$ cat config.mk
export PLATFORM = sky130hd
export DESIGN_NAME = asmd_counter_system
export DESIGN_NICKNAME = d
export VERILOG_FILES = /design/src/rtl/asmd_pkg.sv /design/src/rtl/asmd_counter_dp.sv /design/src/rtl/asmd_counter_system.sv
export SDC_FILE = /design/constraint.sdc
export NUM_CORES = 1
export LEC_CHECK = 0
export ABC_AREA = 1
export BUFFER_PORTS_ARGS = -buffer_cell sky130_fd_sc_hd__buf_2
export CAP_MARGIN = 30
export CORE_MARGIN = 1.5
export CORE_UTILIZATION = 45
export DETAILED_ROUTE_END_ITERATION = 16
export GPL_TIMING_DRIVEN = 0
export PLACE_DENSITY_LB_ADDON = 0.05
export SLEW_MARGIN = 0
export SYNTH_ARGS = -nofsm -noshare
export SYNTH_HDL_FRONTEND = slang
export SYNTH_SLANG_ARGS = --single-unit
$ cat constraint.sdc
create_clock -name clk -period 2 [get_ports clk]
set_clock_uncertainty 0.2 [all_clocks]
set_input_delay 0.2 -clock clk [delete_from_list [all_inputs] [get_ports clk]]
set_output_delay 0.2 -clock clk [all_outputs]
set_load 0.02 [all_outputs]
$ cat src/rtl/asmd_pkg.sv
// asmd_pkg: shared state encoding for the ASMD counter control path
package asmd_pkg;
    localparam int STATE_W = 2;
    typedef enum logic [STATE_W-1:0] {
        IDLE = 2'b00,
        RUN  = 2'b01,
        BAD  = 2'b10,
        DONE = 2'b11
    } state_t;
endpackage

$ cat src/rtl/asmd_counter_dp.sv
// asmd_counter_dp: counter A, tracked flag E, completion flag F and run-length counter
module asmd_counter_dp
    import asmd_pkg::*;
#(
    parameter int WIDTH = 4,
    parameter int E_BIT = 2,
    parameter int CNT_W = 8
) (
    input  logic             clk,
    input  logic             rst,
    input  logic             clrAF,
    input  logic             incrA,
    input  logic             ldE,
    input  logic             setF,
    output logic [WIDTH-1:0] A,
    output logic             E,
    output logic             F,
    output logic [CNT_W-1:0] cycles
);
    logic [WIDTH-1:0] r_a;
    logic             r_e;
    logic             r_f;
    logic [CNT_W-1:0] r_cycles;
    // datapath registers; E samples the pre-increment A, cycles saturates at all-ones
    always_ff @(posedge clk) begin
        if (rst) begin
            r_a      <= '0;
            r_e      <= 1'b0;
            r_f      <= 1'b0;
            r_cycles <= '0;
        end else begin
            if (clrAF) begin
                r_a      <= '0;
                r_f      <= 1'b0;
                r_cycles <= '0;
            end else if (incrA) begin
                r_a      <= r_a + 1'b1;
                r_cycles <= (&r_cycles) ? r_cycles : r_cycles + 1'b1;
            end
            if (ldE) r_e <= r_a[E_BIT];
            if (setF) r_f <= 1'b1;
        end
    end
    assign A      = r_a;
    assign E      = r_e;
    assign F      = r_f;
    assign cycles = r_cycles;
endmodule

$ cat src/rtl/asmd_counter_system.sv
// asmd_counter_system: ASMD control FSM with strobe decode driving the counter datapath
module asmd_counter_system
    import asmd_pkg::*;
#(
    parameter int               WIDTH     = 4,
    parameter logic [WIDTH-1:0] STOP_MASK = WIDTH'(4'b1100),
    parameter int               E_BIT     = 2,
    parameter int               CNT_W     = 8
) (
    input  logic             clk,
    input  logic             rst,
    input  logic             start,
    input  logic             abort,
    output logic [WIDTH-1:0] A,
    output logic             E,
    output logic             F,
    output logic             busy,
    output logic             done,
    output logic [CNT_W-1:0] cycles
);
    state_t r_state;
    state_t w_next;
    logic   r_busy;
    logic   r_done;
    logic   w_clr;
    logic   w_inc;
    logic   w_set;
    logic   w_match;
    assign w_clr   = (r_state == IDLE) && start && !abort;
    assign w_inc   = (r_state == RUN) && !abort;
    assign w_set   = (r_state == DONE);
    assign w_match = (A & STOP_MASK) == STOP_MASK;
    // next state; DONE and the illegal encoding both fall back to IDLE
    always_comb begin
        w_next = w_clr ? RUN : w_inc ? (w_match ? DONE : RUN) : IDLE;
    end
    // state register with Moore outputs registered from the next state
    always_ff @(posedge clk) begin
        if (rst) begin
            r_state <= IDLE;
            r_busy  <= 1'b0;
            r_done  <= 1'b0;
        end else begin
            r_state <= w_next;
            r_busy  <= (w_next != IDLE);
            r_done  <= (w_next == DONE);
        end
    end
    assign busy = r_busy;
    assign done = r_done;
    asmd_counter_dp #(
        .WIDTH(WIDTH),
        .E_BIT(E_BIT),
        .CNT_W(CNT_W)
    ) u_dp (
        .clk   (clk),
        .rst   (rst),
        .clrAF (w_clr),
        .incrA (w_inc),
        .ldE   (w_inc),
        .setF  (w_set),
        .A     (A),
        .E     (E),
        .F     (F),
        .cycles(cycles)
    );
endmodule

After elaboration in Yosys (flattened, before gate mapping)

Index checks and enable logic that the tools add are counted.

Register bits: 18
Input port bits: 4
Output and inout bits: 16
Logic and storage cells: 29

$add $sub $neg: 2
Equal/unequal tests: 4
Muxes and demuxes: 5
Bitwise operators: 1
Reduce and logical (&&, ||, !) cells: 10

Operators by type and width:

| operator              | count |
|---|---|
| $add A8 B1 Y8 const B | 1 |
| $reduce_and A8 Y1     | 1 |
| $eq A2 B2 Y1 const B  | 3 |
| $mux W2               | 3 |
| $add A4 B1 Y4 const B | 1 |
| $reduce_bool A2 Y1    | 2 |
| $logic_and A1 B1 Y1   | 3 |
| $eq A2 B1 Y1 const B  | 1 |
| $logic_not A2 Y1      | 1 |
| $mux W1               | 2 |
| $reduce_and A2 Y1     | 1 |
| $reduce_or A2 Y1      | 1 |
| $logic_not A1 Y1      | 1 |
| $not A1 Y1            | 1 |

Longest topological paths before layout

Gate-level depths: netlist of run 1.

Word-level depth: 5
Mapped depth: 7
Gate-level depth less buffers: 7

By module

A second synthesis of run 1 with hierarchy kept.

Cells, all modules: 117
Area total of the unflattened synthesis: 840.8 um^2

By module, submodules not included:

| module              | times used | cells an instance | area an instance (um^2) | sequential area each (um^2) |
|---|---|---|---|---|
| asmd_counter_dp     | 1          | 101               | 724.4                   | 280.3 |
| asmd_counter_system | 1          | 16                | 116.4                   | 60.1 |

Worst setup path after synthesis of run 1

No wires, ideal clock.

Path type: flip-flop to flip-flop
Start point: register u_dp.r_cycles[0] (netlist: u_dp.cycles[0])
End point: register u_dp.r_cycles[4] (netlist: u_dp.cycles[4])
Setup time: 66 ps
Arrival: 1278 ps
Required time: 1734 ps
Slack: 456 ps
Stages on the path, launching flop included: 8
Buffers on the path: 0
Period minus slack after synthesis: 1544 ps
Cell sequence: dfxtp_1 ha_1 nand2_2 nor2_4 nand2_4 nand2_4 nand2_1 a21oi_2

Cells in the longest elaborated chain, start to end: 3
Elaborated cells on any way between the ends: 4
Classes of those cells: 1 x add/sub; 1 x bitwise; 2 x reduce/logical

RTL lines:

| item                                                                  | line                  | RTL |
|---|---|---|
| from (decl)                                                           | asmd_counter_dp.sv:23 | `logic [CNT_W-1:0] r_cycles;` |
| from (signal assigned)                                                | asmd_counter_dp.sv:38 | `r_cycles <= (&r_cycles) ? r_cycles : r_cycles + 1'b1;` |
| parallel branches: the longest is 3 deep, another holds $add A8 B1 Y8 | -                     |  |

Parallel ways; which one is timed is not known.
A chain may end at the register's enable or synchronous reset.

Worst setup path after layout of run 1

Start point: register r_state[1]
End point: register r_state[0]

Cells in the longest elaborated chain, start to end: 4
Elaborated cells on any way between the ends: 7
Classes of those cells: 1 x eq/ne; 2 x mux; 4 x reduce/logical

RTL lines:

| item                                             | line                                                 | RTL |
|---|---|---|
| from (decl)                                      | asmd_counter_system.sv:21                            | `state_t r_state;` |
| from (signal assigned)                           | asmd_counter_system.sv:44                            | `r_state <= w_next;` |
| $eq A2 B1 Y1 or $logic_not A2 Y1 (tied branches) | asmd_counter_system.sv:30, asmd_counter_system.sv:29 |  |
| $logic_and A1 B1 Y1, on equally long branches    | asmd_counter_system.sv:30, asmd_counter_system.sv:29 |  |
| $mux W2 or $logic_and A1 B1 Y1 (tied branches)   | asmd_counter_system.sv:35, asmd_counter_system.sv:29 |  |
| $mux W2 (*)                                      | asmd_counter_system.sv:35                            | `w_next = w_clr ? RUN : w_inc ? (w_match ? DONE : RUN) : IDLE;` |

Mark *: on every way between the ends. The rest lies on a longest branch, timed or not.

==> flow_metrics.tcl, run 1 <==
set metrics [dict create \
    antenna_left 0 \
    die_area_um2 2090 \
    grt_pass1_vias 564 \
    multi_input_area_um2 425 \
    slowest_delay_ns 0.56 \
    crit_family "buffers and inverters" \
    io_pins 20 \
    nets 143 \
    die_w_um 45.7 \
    port_buffers 19 \
    regArea_um2 340 \
    syn_avg_cell_area_um2 7.38 \
    cts-root-buf "clkbuf_4" \
    clock_latency_ns 0.28 \
    synthFlopType "dfxtp_1" \
    hold_end "u_dp.cycles[4]" \
    worst_pin_slew_ns 0.213 \
    power_density_nw_per_um2 568 \
    post-route-period-util_pct 80.4 \
    crit_path_end_kind "flop" \
    drc 0 \
    cellLeakagePower_uw 0.000445 \
    min_period_ns 1.61 \
    setup_tns_ns 0 \
    ys_top_cells_by_area "dfxtp_1, nand2_1, inv_1, nor2_1, a21oi_1" \
    wirelength_mm 1.57 \
    cp_cell_sequence "nor2_2 -> nand2_4 -> a21oi_1 -> dlygate4sd3_1" \
    synth_top_area_share_pct 41.5 \
    syn_to_final_growth_pct 21.1 \
    gp_congestion 0.821 \
    syn_area_um2 820 \
    drtPass1Iterations 4 \
    syn_nets 117 \
    dieHeight_um 45.7 \
    drv_cap 0 \
    rr_startpoint "r_state[1]" \
    yosysTopAreaCell "dfxtp_1" \
    h-tree-depth 1 \
    core_area_um2 1730 \
    clock_sinks 17 \
    yosys_warnings 0 \
    async_flop_share_pct 0 \
    fin_util_pct 57.5 \
    outcome "complete, no violations" \
    cts_resized 0 \
    hold_violations 0 \
    dpl.hpwl_mm 1.14 \
    yosysSeqAreaShare_pct 41.5 \
    rrSetupSlack_ns 0.39 \
    design_area_um2 992 \
    fmax_mhz 622 \
    drive_above_1_share_pct 25.7 \
    synth_cell_type_count 19 \
    slew_headroom_pct 85.7 \
    ir_drop_v 0.000475 \
    clock_path_buffers 2 \
    hold_class "input port to flop" \
    worstPathMaxFanout 10 \
    route.detailed.vias_per_inst 4.76 \
    worst_path_max_delay_cell "dlygate4sd3_1" \
    num_rows 15 \
    reg2reg_to "r_state[0]" \
    num_antenna_cells 0 \
    r2r_cells 4 \
    ys_ff_latch 17 \
    hold_ws_ns 0.139 \
    setup_viol 0 \
    cts_made_buffers 3 \
    start_util_pct 47.5 \
    fill_cells 193 \
    vias 766 \
    clk_pin_slew_worst_paths_ns 0.10 \
    rsz0062_at_grt "no" \
    synthTopCellsByCount "nand2_1, dfxtp_1, inv_1, nor2_1, a21oi_1" \
    cp-start-kind "flop" \
    wire_per_inst_um 9.76 \
    synth_edf_count 0 \
    grt_pass1_wl_mm 2.49 \
    track_usage_pct 17.3 \
    drv_slew 0 \
    path_class "flop to flop" \
    dpl_cell_area_um2 946 \
    cp.arrival_ns 1.64 \
    antenna_found_initial 0 \
    cts_tree "built" \
    post-synth-top-count-cell "nand2_1" \
    hold_depth 4 \
    grt_start_max_net_pins 11 \
    cts_setup_buffers 0 \
    crit_buf_inv 1 \
    cp.required_ns 2.03 \
    hp-start "start" \
    syn_inst 111 \
    globalRoute.totalOverflow 0 \
    drt_iter0_markers 8 \
]
-- state kept, by name (all words and copies together), names as in the netlist --
register     cells
r_state          2
done             1
u_dp.E           1
u_dp.F           1
u_dp.cycles      8
u_dp.A           4
-- worst max path at each step --
stage	from	endpoint	slack, ns	depth (start not counted)
CTS	r_state[1]	r_state[0]	0.40	4
global placement	u_dp.cycles[0]	u_dp.cycles[4]	0.53	7
floorplan	u_dp.cycles[0]	u_dp.cycles[4]	0.46	7
global route	r_state[1]	r_state[0]	0.26	4
finish	r_state[1]	r_state[0]	0.39	4
detailed placement	u_dp.cycles[0]	u_dp.cycles[4]	0.51	7
-- metrics by stage --
| stage | total power, uW | worst slack (ns) | cells |
|---|---|---|---|
| after floorplan | 374 | 0.456 | 111 |
| after global placement | 386 | 0.529 | 155 |
| after detailed placement | 386 | 0.507 | 155 |
| after CTS | 572 | 0.400 | 161 |
| after global routing | 592 | 0.263 | 161 |
| final | 563 | 0.392 | 161 |
-- layout make-up --
type                       instances  area share [%]
clock buffer                       4            2.65
inverter                          14            5.42
multi-input combinational         80            42.9
sequential                        17            34.3
tap                               25            3.15
timing repair buffer              21            11.6
-- layout by cell type, fill, tap and decap left out, drive strengths merged, types with 2 or more instances in the layout --
cell type / count
o21ai: 2
nand4: 2
clkbuf: 4
buf: 19
nor3: 3
nor2: 17
ha: 2
nand3: 9
dlygate4sd3: 2
nand2: 33
dfxtp: 17
a21oi: 10
inv: 13
-- power breakdown --
part	switching (uW)	leakage (uW)	total, uW	internal, uW
clock	105	0.0000150	182	77.4
sequential	3.41	0.000137	344	341
combinational	23.5	0.000293	36.7	13.2
total	132	0.000445	563	431
-- repair_timing --
item,4_1_cts,5_1_grt
setup endpoints to repair,0,0
hold endpoints to repair,4,0
hold buffers,2,0
-- cells by family after synthesis --
kind of cell,after synthesis,share of synthesized area [%]
AOI/OAI and AO/OA,12,7.79
xor gates and xnor gates,1,1.07
adders and majority gates,2,3.05
buffers and inverters,14,6.56
DFF,17,41.5
and+or+nand+nor,65,40.0
-- worst register-to-register path, delay by kind of cell, from the launching register on --
family / cells / cell delay (ns)
buffers and inverters: 1 / 0.56
flip-flops: 1 / 0.33
AND/OR/NAND/NOR: 2 / 0.31
AO/OA/AOI/OAI: 1 / 0.17
-- routing by layer --
| metal | up-vias | track usage, % | routed length [um] |
|---|---|---|---|
| met5 | - | 0 | 0 |
| met4 | 0 | 8.82 | 30 |
| met3 | 4 | 4.76 | 52 |
| met2 | 12 | 26.5 | 727 |
| met1 | 347 | 22.0 | 760 |
| li1 | 403 | - | - |
(Power assumes the default switching activity.)
==> run 2, diff against run 1 <==
==> constraint.sdc (replaced) <==
create_clock -name clk -period 1.4 [get_ports clk]
set_clock_uncertainty 0.2 [all_clocks]
set_input_delay 0.14 -clock clk [delete_from_list [all_inputs] [get_ports clk]]
set_output_delay 0.14 -clock clk [all_outputs]
set_load 0.02 [all_outputs]
==> flow_metrics.tcl, run 2 (synthesized netlist as in run 1, its figures left out) <==
set metrics [dict create \
    min_period_ns 1.34 \
    cts_tree "built" \
    die_w_um 45.7 \
    worst_pin_slew_ns 0.185 \
    core_area_um2 1730 \
    hold_violations 1 \
    die_area_um2 2090 \
    largest_reg_flops 8 \
    h-tree-depth 1 \
    wirelength_mm 1.59 \
    multi_input_area_um2 457 \
    drv_slew 0 \
    clock_path_buffers 2 \
    drv_cap 0 \
    antenna_left 0 \
    clk_pin_slew_worst_paths_ns 0.11 \
    drive_above_1_share_pct 31.9 \
    vias 763 \
    grt_start_max_net_pins 11 \
    slew_headroom_pct 87.7 \
    worst_path_max_delay_cell "dfxtp_4" \
    num_rows 15 \
    crit_buf_inv 0 \
    regArea_um2 350 \
    cellLeakagePower_uw 0.000476 \
    pre_cts_ws_ns 0.0322 \
    drt_iter0_markers 6 \
    start_util_pct 47.5 \
    post-route-period-util_pct 95.9 \
    track_usage_pct 16.7 \
    cp.required_ns 1.40 \
    cp.arrival_ns 1.35 \
    cts_made_buffers 3 \
    grt_pass1_vias 564 \
    path_common_cell "nand2_4" \
    grt_pass1_wl_mm 2.52 \
    rsz0062_at_grt "yes" \
    hold_ws_ns -0.0306 \
    gp_congestion 0.831 \
    setup_viol 0 \
    syn_to_final_growth_pct 28.2 \
    io_pins 20 \
    violations "hold timing" \
    dieHeight_um 45.7 \
    ir_drop_v 0.000435 \
    fmax_mhz 745 \
    dpl_cell_area_um2 963 \
    antenna_found_initial 0 \
    slowest_delay_ns 0.38 \
    drc 0 \
    num_antenna_cells 0 \
    design_area_um2 1050 \
    hold_class "input port to flop" \
    crit_family "flip-flops" \
    nets 145 \
    cts-root-buf "clkbuf_4" \
    path_class "flop to flop" \
    drtPass1Iterations 4 \
    rrSetupSlack_ns 0.06 \
    cts_hold_buf 2 \
    cp_cell_sequence "ha_4 -> nand2_4 -> nor2_4 -> nand2_4 -> nand2_4 -> o21ai_0 -> nor2_1" \
    port_buffers 19 \
    power_density_nw_per_um2 784 \
    wire_per_inst_um 9.73 \
    final_common_cell "nand2_1" \
    worstPathMaxFanout 8 \
    cp-start-kind "flop" \
    globalRoute.totalOverflow 0 \
    layout_setup_ws_ns 0.0571 \
    clock_latency_ns 0.30 \
    final_cell_mix "nand2_1, buf_2, inv_1, nor2_1, dfxtp_1" \
    clock_sinks 17 \
    crit_path_end_kind "flop" \
    route.detailed.vias_per_inst 4.68 \
    dpl.hpwl_mm 1.14 \
    fill_cells 188 \
    outcome "finished with violations" \
]
## run 2: area by class of cell
| type | count | share of cell area [%] |
|---|---|---|
| flip-flops and latches | 17 | 33.3 |
| clock buffers | 3 | 2.14 |
| well taps | 25 | 2.98 |
| clock inverters | 1 | 0.476 |
| repair buffers | 23 | 12.4 |
| inverters | 14 | 5.24 |
| multi-input cells | 80 | 43.5 |
## run 2: routing by layer
metal	share of wire [%]	vias up	track usage (%)
met5	0	-	0
met4	1.3	0	7.06
met2	44	12	23.9
li1	-	407	-
met3	3.3	2	3.57
met1	52	342	23.9
## run 2: timing repair
item / CTS / global route
hold endpoints to repair: 4 / 1
buffers inserted: 0 / 2
setup endpoints to repair: 0 / 10
resized for setup: 0 / 8
## run 2: through the flow
step	cells	TNS (ns)	hold WS [ns]	total power [uW]	utilization [%]
final	163	0	-0.0306	824	60.9
after global routing	163	-0.0306	-0.0224	857	60.9
after CTS	161	0	-0.0609	823	58.6
after detailed placement	155	0	0.166	551	55.8
after global placement	155	0	0.158	551	55.8
after floorplan	111	0	0.00907	534	-
## run 2: path summary, 6_finish.rpt
path / start / end / cells past startpoint
max: u_dp.cycles[1] / u_dp.cycles[2] / 7
min: abort / r_state[0] / 4
max reg2reg: u_dp.cycles[1] / u_dp.cycles[2] / 7
min reg2reg: u_dp.E / u_dp.E / 2
## run 2: worst min-delay path, stage by stage
cell	delay [ns]
buf_2	0.10
nor2_4	0.05
nand3_2	0.08
a21oi_1	0.06
## run 2: report_power, final
part	internal [uW]	leakage, uW	switching, uW
Clock	106	0.0000177	170
Combinational	22.8	0.000319	36.7
Sequential	484	0.000140	5.07
